`src/rtl/rle_bit_encoder.sv`:
```
// Run-length encoder: pops IN_W-bit words, serializes them MSB-first and emits
// one {run_bit, run_len} code per run, with runs carried across word boundaries.
module rle_bit_encoder #(
   parameter int IN_W  = 24,
   parameter int CNT_W = 7
) (
   input  logic             clk,
   input  logic             reset,
   input  logic [IN_W-1:0]  in_data,
   input  logic             in_empty,
   output logic             in_rd,
   output logic [CNT_W:0]   out_data,
   input  logic             out_full,
   output logic             out_wr,
   input  logic             flush,
   output logic             flush_done,
   output logic [1:0]       o_dbg_state
);

   // Handshake: a word is taken when in_rd=1 (only while in_empty=0); a code is
   // delivered when out_wr=1 (only while out_full=0); both are single-cycle strobes.
   typedef enum logic [1:0] {
      S_IDLE  = 2'd0,
      S_SHIFT = 2'd1,
      S_FLUSH = 2'd2
   } state_t;

   localparam int              BC_W     = $clog2(IN_W);
   localparam logic [BC_W-1:0] LAST_BIT = BC_W'(IN_W - 1);
   localparam logic [CNT_W-1:0] MAX_RUN = '1;

   state_t            r_state;
   logic [IN_W-1:0]   r_sreg;
   logic [BC_W-1:0]   r_bit_cnt;
   logic              r_run_bit;
   logic [CNT_W-1:0]  r_run_len;
   logic              r_flush_pend;
   logic              r_flush_done;

   logic              w_cur;
   logic              w_consume;
   logic              w_open_new;
   logic              w_in_rd;
   logic              w_out_wr;

   assign w_cur = r_sreg[IN_W-1];

   always_comb begin
      w_consume  = 1'b0;
      w_open_new = 1'b0;
      w_in_rd    = 1'b0;
      w_out_wr   = 1'b0;
      if (!reset) begin
         case (r_state)
            S_IDLE: w_in_rd = !in_empty;
            S_SHIFT: begin
               if (r_run_len == '0) begin
                  w_consume  = 1'b1;
                  w_open_new = 1'b1;
               end else if (w_cur == r_run_bit && r_run_len != MAX_RUN) begin
                  w_consume = 1'b1;
               end else if (!out_full) begin
                  // Close the current run and start a new one with this same bit.
                  w_out_wr   = 1'b1;
                  w_consume  = 1'b1;
                  w_open_new = 1'b1;
               end
            end
            S_FLUSH: w_out_wr = (r_run_len != '0) && !out_full;
            default: ;
         endcase
      end
   end

   always_ff @(posedge clk) begin
      if (reset) begin
         r_state      <= S_IDLE;
         r_sreg       <= '0;
         r_bit_cnt    <= '0;
         r_run_bit    <= 1'b0;
         r_run_len    <= '0;
         r_flush_pend <= 1'b0;
         r_flush_done <= 1'b0;
      end else begin
         r_flush_done <= 1'b0;
         case (r_state)
            S_IDLE: begin
               if (!in_empty) begin
                  r_sreg    <= in_data;
                  r_bit_cnt <= '0;
                  r_state   <= S_SHIFT;
               end else if (r_flush_pend) begin
                  r_state <= S_FLUSH;
               end
            end
            S_SHIFT: begin
               if (w_consume) begin
                  r_sreg    <= r_sreg << 1;
                  r_bit_cnt <= r_bit_cnt + 1'b1;
                  if (w_open_new) begin
                     r_run_bit <= w_cur;
                     r_run_len <= CNT_W'(1);
                  end else begin
                     r_run_len <= r_run_len + 1'b1;
                  end
                  if (r_bit_cnt == LAST_BIT) r_state <= S_IDLE;
               end
            end
            S_FLUSH: begin
               if (r_run_len == '0 || !out_full) begin
                  r_run_len    <= '0;
                  r_flush_pend <= 1'b0;
                  r_flush_done <= 1'b1;
                  r_state      <= S_IDLE;
               end
            end
            default: r_state <= S_IDLE;
         endcase
         // A new request outranks the clear above, so it is never dropped.
         if (flush) r_flush_pend <= 1'b1;
      end
   end

   assign in_rd       = w_in_rd;
   assign out_wr      = w_out_wr;
   assign out_data    = w_out_wr ? {r_run_bit, r_run_len} : '0;
   assign flush_done  = r_flush_done;
   assign o_dbg_state = r_state;

endmodule
```
`config.mk`:
```
export PLATFORM = sky130hd
export DESIGN_NAME = rle_bit_encoder
export DESIGN_NICKNAME = d
export VERILOG_FILES = /design/src/rtl/rle_bit_encoder.sv
export SDC_FILE = /design/constraint.sdc
export NUM_CORES = 1
export LEC_CHECK = 0
export BUFFER_PORTS_ARGS = -buffer_cell sky130_fd_sc_hd__clkbuf_2
export CORE_UTILIZATION = 55
export CTS_BUF_LIST = sky130_fd_sc_hd__clkbuf_16
export DETAILED_ROUTE_END_ITERATION = 10
export PLACE_DENSITY = 0.79
export SYNTH_ARGS = -nofsm -noshare
export SYNTH_HDL_FRONTEND = slang
export SYNTH_SLANG_ARGS = --single-unit
```
`constraint.sdc`:
```
create_clock -name clk -period 2.45 [get_ports clk]
set_input_delay 0 -clock clk [delete_from_list [all_inputs] [get_ports clk]]
set_output_delay 0 -clock clk [all_outputs]
set_load 0.01 [all_outputs]
```
Word level (Yosys, flattened, before mapping) --
Index checks and enable logic that the tools add are counted.
Cells by class: add/subtract/negate cells 2, $mul 0, divide/modulo/power cells 0, magnitude comparators 0, equality and inequality tests 10, shifts and indexed selects 0, multiplexer cells 35, bitwise operators 1, reductions and logical operators 18
Operator list (count):
- $mux W24 | 2
- $pmux W24 S2 | 1
- $mux W7 | 3
- $mux W1 | 17
- $pmux W7 S2 | 1
- $mux W2 | 5
- $mux W5 | 2
- $pmux W5 S2 | 1
- $reduce_and A3 Y1 | 3
- $mux W8 | 1
- $ne A2 B2 Y1 const B | 4
- $reduce_bool A2 Y1 | 4
- $add A7 B1 Y7 const B | 1
- $logic_not A7 Y1 | 1
- $ne A7 B7 Y1 const B | 1
- $reduce_bool A7 Y1 | 1
- $pmux W2 S3 | 1
- $add A5 B1 Y5 const B | 1
- $eq A5 B5 Y1 const B | 1
- $reduce_and A4 Y1 | 1
- $ne A3 B3 Y1 const B | 1
- $eq A2 B1 Y1 const B | 1
- $eq A2 B2 Y1 const B | 1
- $logic_and A1 B1 Y1 | 2
- other kinds (8) | 9
Storage, ports and cells: register bits after elaboration 41, latch bits 0, bits in writable memories 0, bits in read-only memories 0, bits of input ports 29, output and inout port bits 13, word-level logic and storage cells 73, memories kept 0

Logic depth before layout (Yosys ltp) --
word-level depth 9, depth in mapped cells 9

Least setup slack after synthesis --
OpenSTA, ideal clock, no wires.
path type register to register, from reg r_state[1] (netlist: o_dbg_state[1]), to reg r_run_len[6], library setup time 0.092 ns, arrival time 2.155 ns, required time 2.358 ns, setup slack 0.203 ns, stages on the path, launching flop included 10, cells stage by stage dfxtp_1 > inv_1 > ha_1 > buf_4 > nor2b_1 > and2b_1 > a221oi_1 > or3b_1 > buf_2 > o32ai_1
On the way: word-level cells in the longest chain between the ends 6, elaborated cells between the ends (all ways) 13, those cells by class 4 x eq/ne; 7 x mux; 2 x reduce/logical
Ends and longest elaborated chain:
- from (decl) | line 32 | state_t r_state;
- from (signal assigned) | line 77 | r_state <= S_IDLE;
- from (signal assigned) | line 91 | r_state <= S_SHIFT;
- from (signal assigned) | line 93 | r_state <= S_FLUSH;
- $eq A2 B1 Y1 | line 54, 86
- $mux W1 | line 54 | case (r_state)
- $mux W1 | line 53 | if (!reset) begin
- $mux W7 | line 100 | if (w_open_new) begin
- $mux W7 | line 97 | if (w_consume) begin
- $pmux W7 S2 | line 86 | case (r_state)
- to (signal assigned) | line 104 | r_run_len <= r_run_len + 1'b1;
- to (decl) | line 36 | logic [CNT_W-1:0] r_run_len;
Parallel ways exist; a longest one is shown, timed or not. The select of a mux whose other input is x is not followed. A chain may end at the register's enable or synchronous reset.

Final worst setup path --
Same ends and word-level chain as after synthesis.

==> reports/metrics.csv <==
stage,metric,value,unit
sta,maxSlewHeadroom,55.6,%
synthesis,synth_cell_type_count,50,
final_layout,regArea,821,sq um
grt,grt_antenna_before_repair,0,
sta,clock.fmax,440,MHz
routing,antenna_left,0,
setup_path,worstSetupPathType,reg2reg,
synthesis,ys_warn_count,0,
synthesis,synth_cells,245,
sta,setup_viol,0,
sta,finalHoldViolCount,0,
setup_path,regToRegStartpoint,o_dbg_state[1]$_SDFFE_PP0P_,
final_layout,fillers,307,
clock_tree,clk_path_buf_depth,2,
setup_path,end_kind,flop,
min_path,holdCritPathClass,in2reg,
clock_tree,cts_sinks,41,
clock_tree,cts_tree,built,
power_and_ir_drop,worst_ir_drop_vdd,0.553,mV
setup_path,critPathCapture,r_run_len[6]$_SDFFE_PP0P_,
clock_tree,post_cts_buffers,0,
routing,drtIter0Drc,110,
clock_tree,worstSkewPairLatency,280,ps
min_path,hold_depth,3,
place,gp_congestion,0.941,
routing,avgViaCountPerCell,6.08,
final_layout,most-common-layout-cells,"41 x dfxtp_1, 41 x clkbuf_2, 29 x mux2i_1, 23 x nor3_1, 23 x a211oi_1",
routing,wl_per_cell,14.4,um
final_layout,antenna_cells,0,
setup_path,startpoint,o_dbg_state[1]$_SDFFE_PP0P_,
place,dp_cells,324,
die,core_area,3770,sq um
sta,grt_setup_unrepaired,no,
power_and_ir_drop,p_leak,0.00106,uW
synthesis,async_reset_ff_share,0,%
synthesis,synth_edf_count,0,
sta,skew,5.11,ps
synthesis,syn-num-nets,280,
setup_path,reg2reg_setup_slack,180,ps
sta,final.setup.tns,0,ps
final_layout,nets,320,
clock_tree,cts_inserted_buffers,5,
die,fp.dieW,65.6,um
clock_tree,root_buffer,clkbuf_16,
status,status,completed,
synthesis,synth_area,2230,sq um
sta,tightestPinTransition,660,ps
sta,slew_viol_final,0,
final_layout,multi_input_area,1290,sq um
final_layout,fin_cells,334,
sta,min_period_over_period,92.8,%
setup_path,path_max_fanout,8,
die,start_util,59.0,%
die,row_count,22,
routing,drc,0,
setup_path,cp.arrival,2470,ps
synthesis,synth-seq-cells,41,
setup_path,r2r_end,r_run_len[6]$_SDFFE_PP0P_,
setup_path,cp.required,2640,ps
final_layout,drive_gt1_share,23.8,%
routing,dr_total_vias,2032,
place,portBuffers,41,
final_layout,area_growth,19.5,%
setup_path,worstSetupStartpointType,flop,
job,drv_cap,0,
routing,drt-pass1-iter-count,4,
synthesis,synthFlopType,dfxtp_1,
clock_tree,path_clk_slew,60,ps
sta,finalCriticalPeriod,2270,ps
clock_tree,h-tree-depth,2,
die,die_y,65.6,um
synthesis,yosysSeqAreaShare,36.9,%
die,fp.dieArea,4310,sq um
place,dp.final_hpwl,3290,um
grt,grt-ovfl-total,0,
power_and_ir_drop,power_density,822,nW/um^2
grt,grtUsageTotal,24.6,%
grt,first_global_vias,1812,
die,num_io_pins,42,
grt,grt_pass1_wl,8230,um
setup_path,worstRegToRegCells,7,
power_and_ir_drop,finalPower,2190,uW
synthesis,syn_area_per_cell,9.09,sq um
grt,grt_start_max_net_pins,30,
routing,drt-total-wl,4820,um
routing by layer:
layer  up-vias  wire length [um]  track usage, %
met5         -                 0               0
met4         0                59            8.15
met3         8               195            4.17
met2        53              2250            41.6
met1       973              2310            31.5
li1        998                 -               -
synthesized netlist by cell type, types with 4 or more instances:
library cell / n / area [sq um]
o211ai_1: 5 / 37.5
nand3_1: 7 / 35.0
dfxtp_1: 41 / 821
nor2_1: 6 / 22.5
nor3_1: 23 / 115
ha_1: 6 / 75.1
clkbuf_1: 8 / 30.0
mux2i_1: 29 / 290
and2_1: 9 / 56.3
nor2b_1: 4 / 25.0
buf_2: 5 / 25.0
a211oi_1: 23 / 173
inv_1: 8 / 30.0
nand2_1: 17 / 63.8
a21oi_1: 8 / 40.0
registers in the layout, summed over array words and instances, names as in the netlist:
register	count
r_run_bit	1
r_run_len	7
o_dbg_state	2
r_flush_pend	1
r_bit_cnt	5
flush_done	1
r_sreg	24
power breakdown:
group	switching [uW]	internal [uW]	total (uW)
clock network	269	379	648
logic	385	312	696
registers	67.0	775	842
worst min-delay path by stage:
stage | from | end
3_5_place_dp | flush | r_flush_pend$_SDFFE_PP0P_
4_1_cts | in_data[6] | r_sreg[6]$_SDFFE_PP0P_
5_1_grt | in_data[5] | r_sreg[5]$_SDFFE_PP0P_
6_report | in_data[6] | r_sreg[6]$_SDFFE_PP0P_
3_3_place_gp | flush | r_flush_pend$_SDFFE_PP0P_
2_1_floorplan | out_full | out_wr
critical path: stages, from the launching register on:
cell and delay (ps):
dfxtp_1 360, inv_1 90, ha_2 230, nor2b_1 200, and2b_1 210, a221oi_1 350, or3b_4 490, o32ai_1 260
cell families after synthesis:
group           count (synthesis)  synth area share, %
compound gates                 59                 20.2
xor+xnor                        1                0.394
fa+ha+maj                       6                 3.37
buf+inv                        26                 5.96
flops                          41                 36.9
mux                            29                 13.0
simple gates                   83                 20.1
cell type report:
class | instances | area share, %
clock buffer | 5 | 4.70
multi-input combinational | 178 | 48.5
clock inverter | 3 | 0.847
sequential | 41 | 30.9
timing repair buffer | 51 | 11.7
tap | 48 | 2.26
inverter | 8 | 1.13
timing repair:
| action | CTS | global route |
|---|---|---|
| hold endpoints to repair | 2 | 0 |
| endpoints found under the setup margin | 8 | 18 |
| gates resized for setup | 1 | 2 |
| hold buffers | 2 | 0 |
per-stage QoR:
step                setup WS (ps)  utilization (%)  instance area, sq um  hold WS [ps]
floorplan                     203                -                  2230          94.4
global placement              153             65.7                  2480           216
detailed placement            145             65.7                  2480           220
CTS                           125             70.3                  2650          38.1
global route                 26.1             70.5                  2660          50.3
finish                        176             70.5                  2660          37.7
Note: power is estimated with default switching activity, not from simulation.
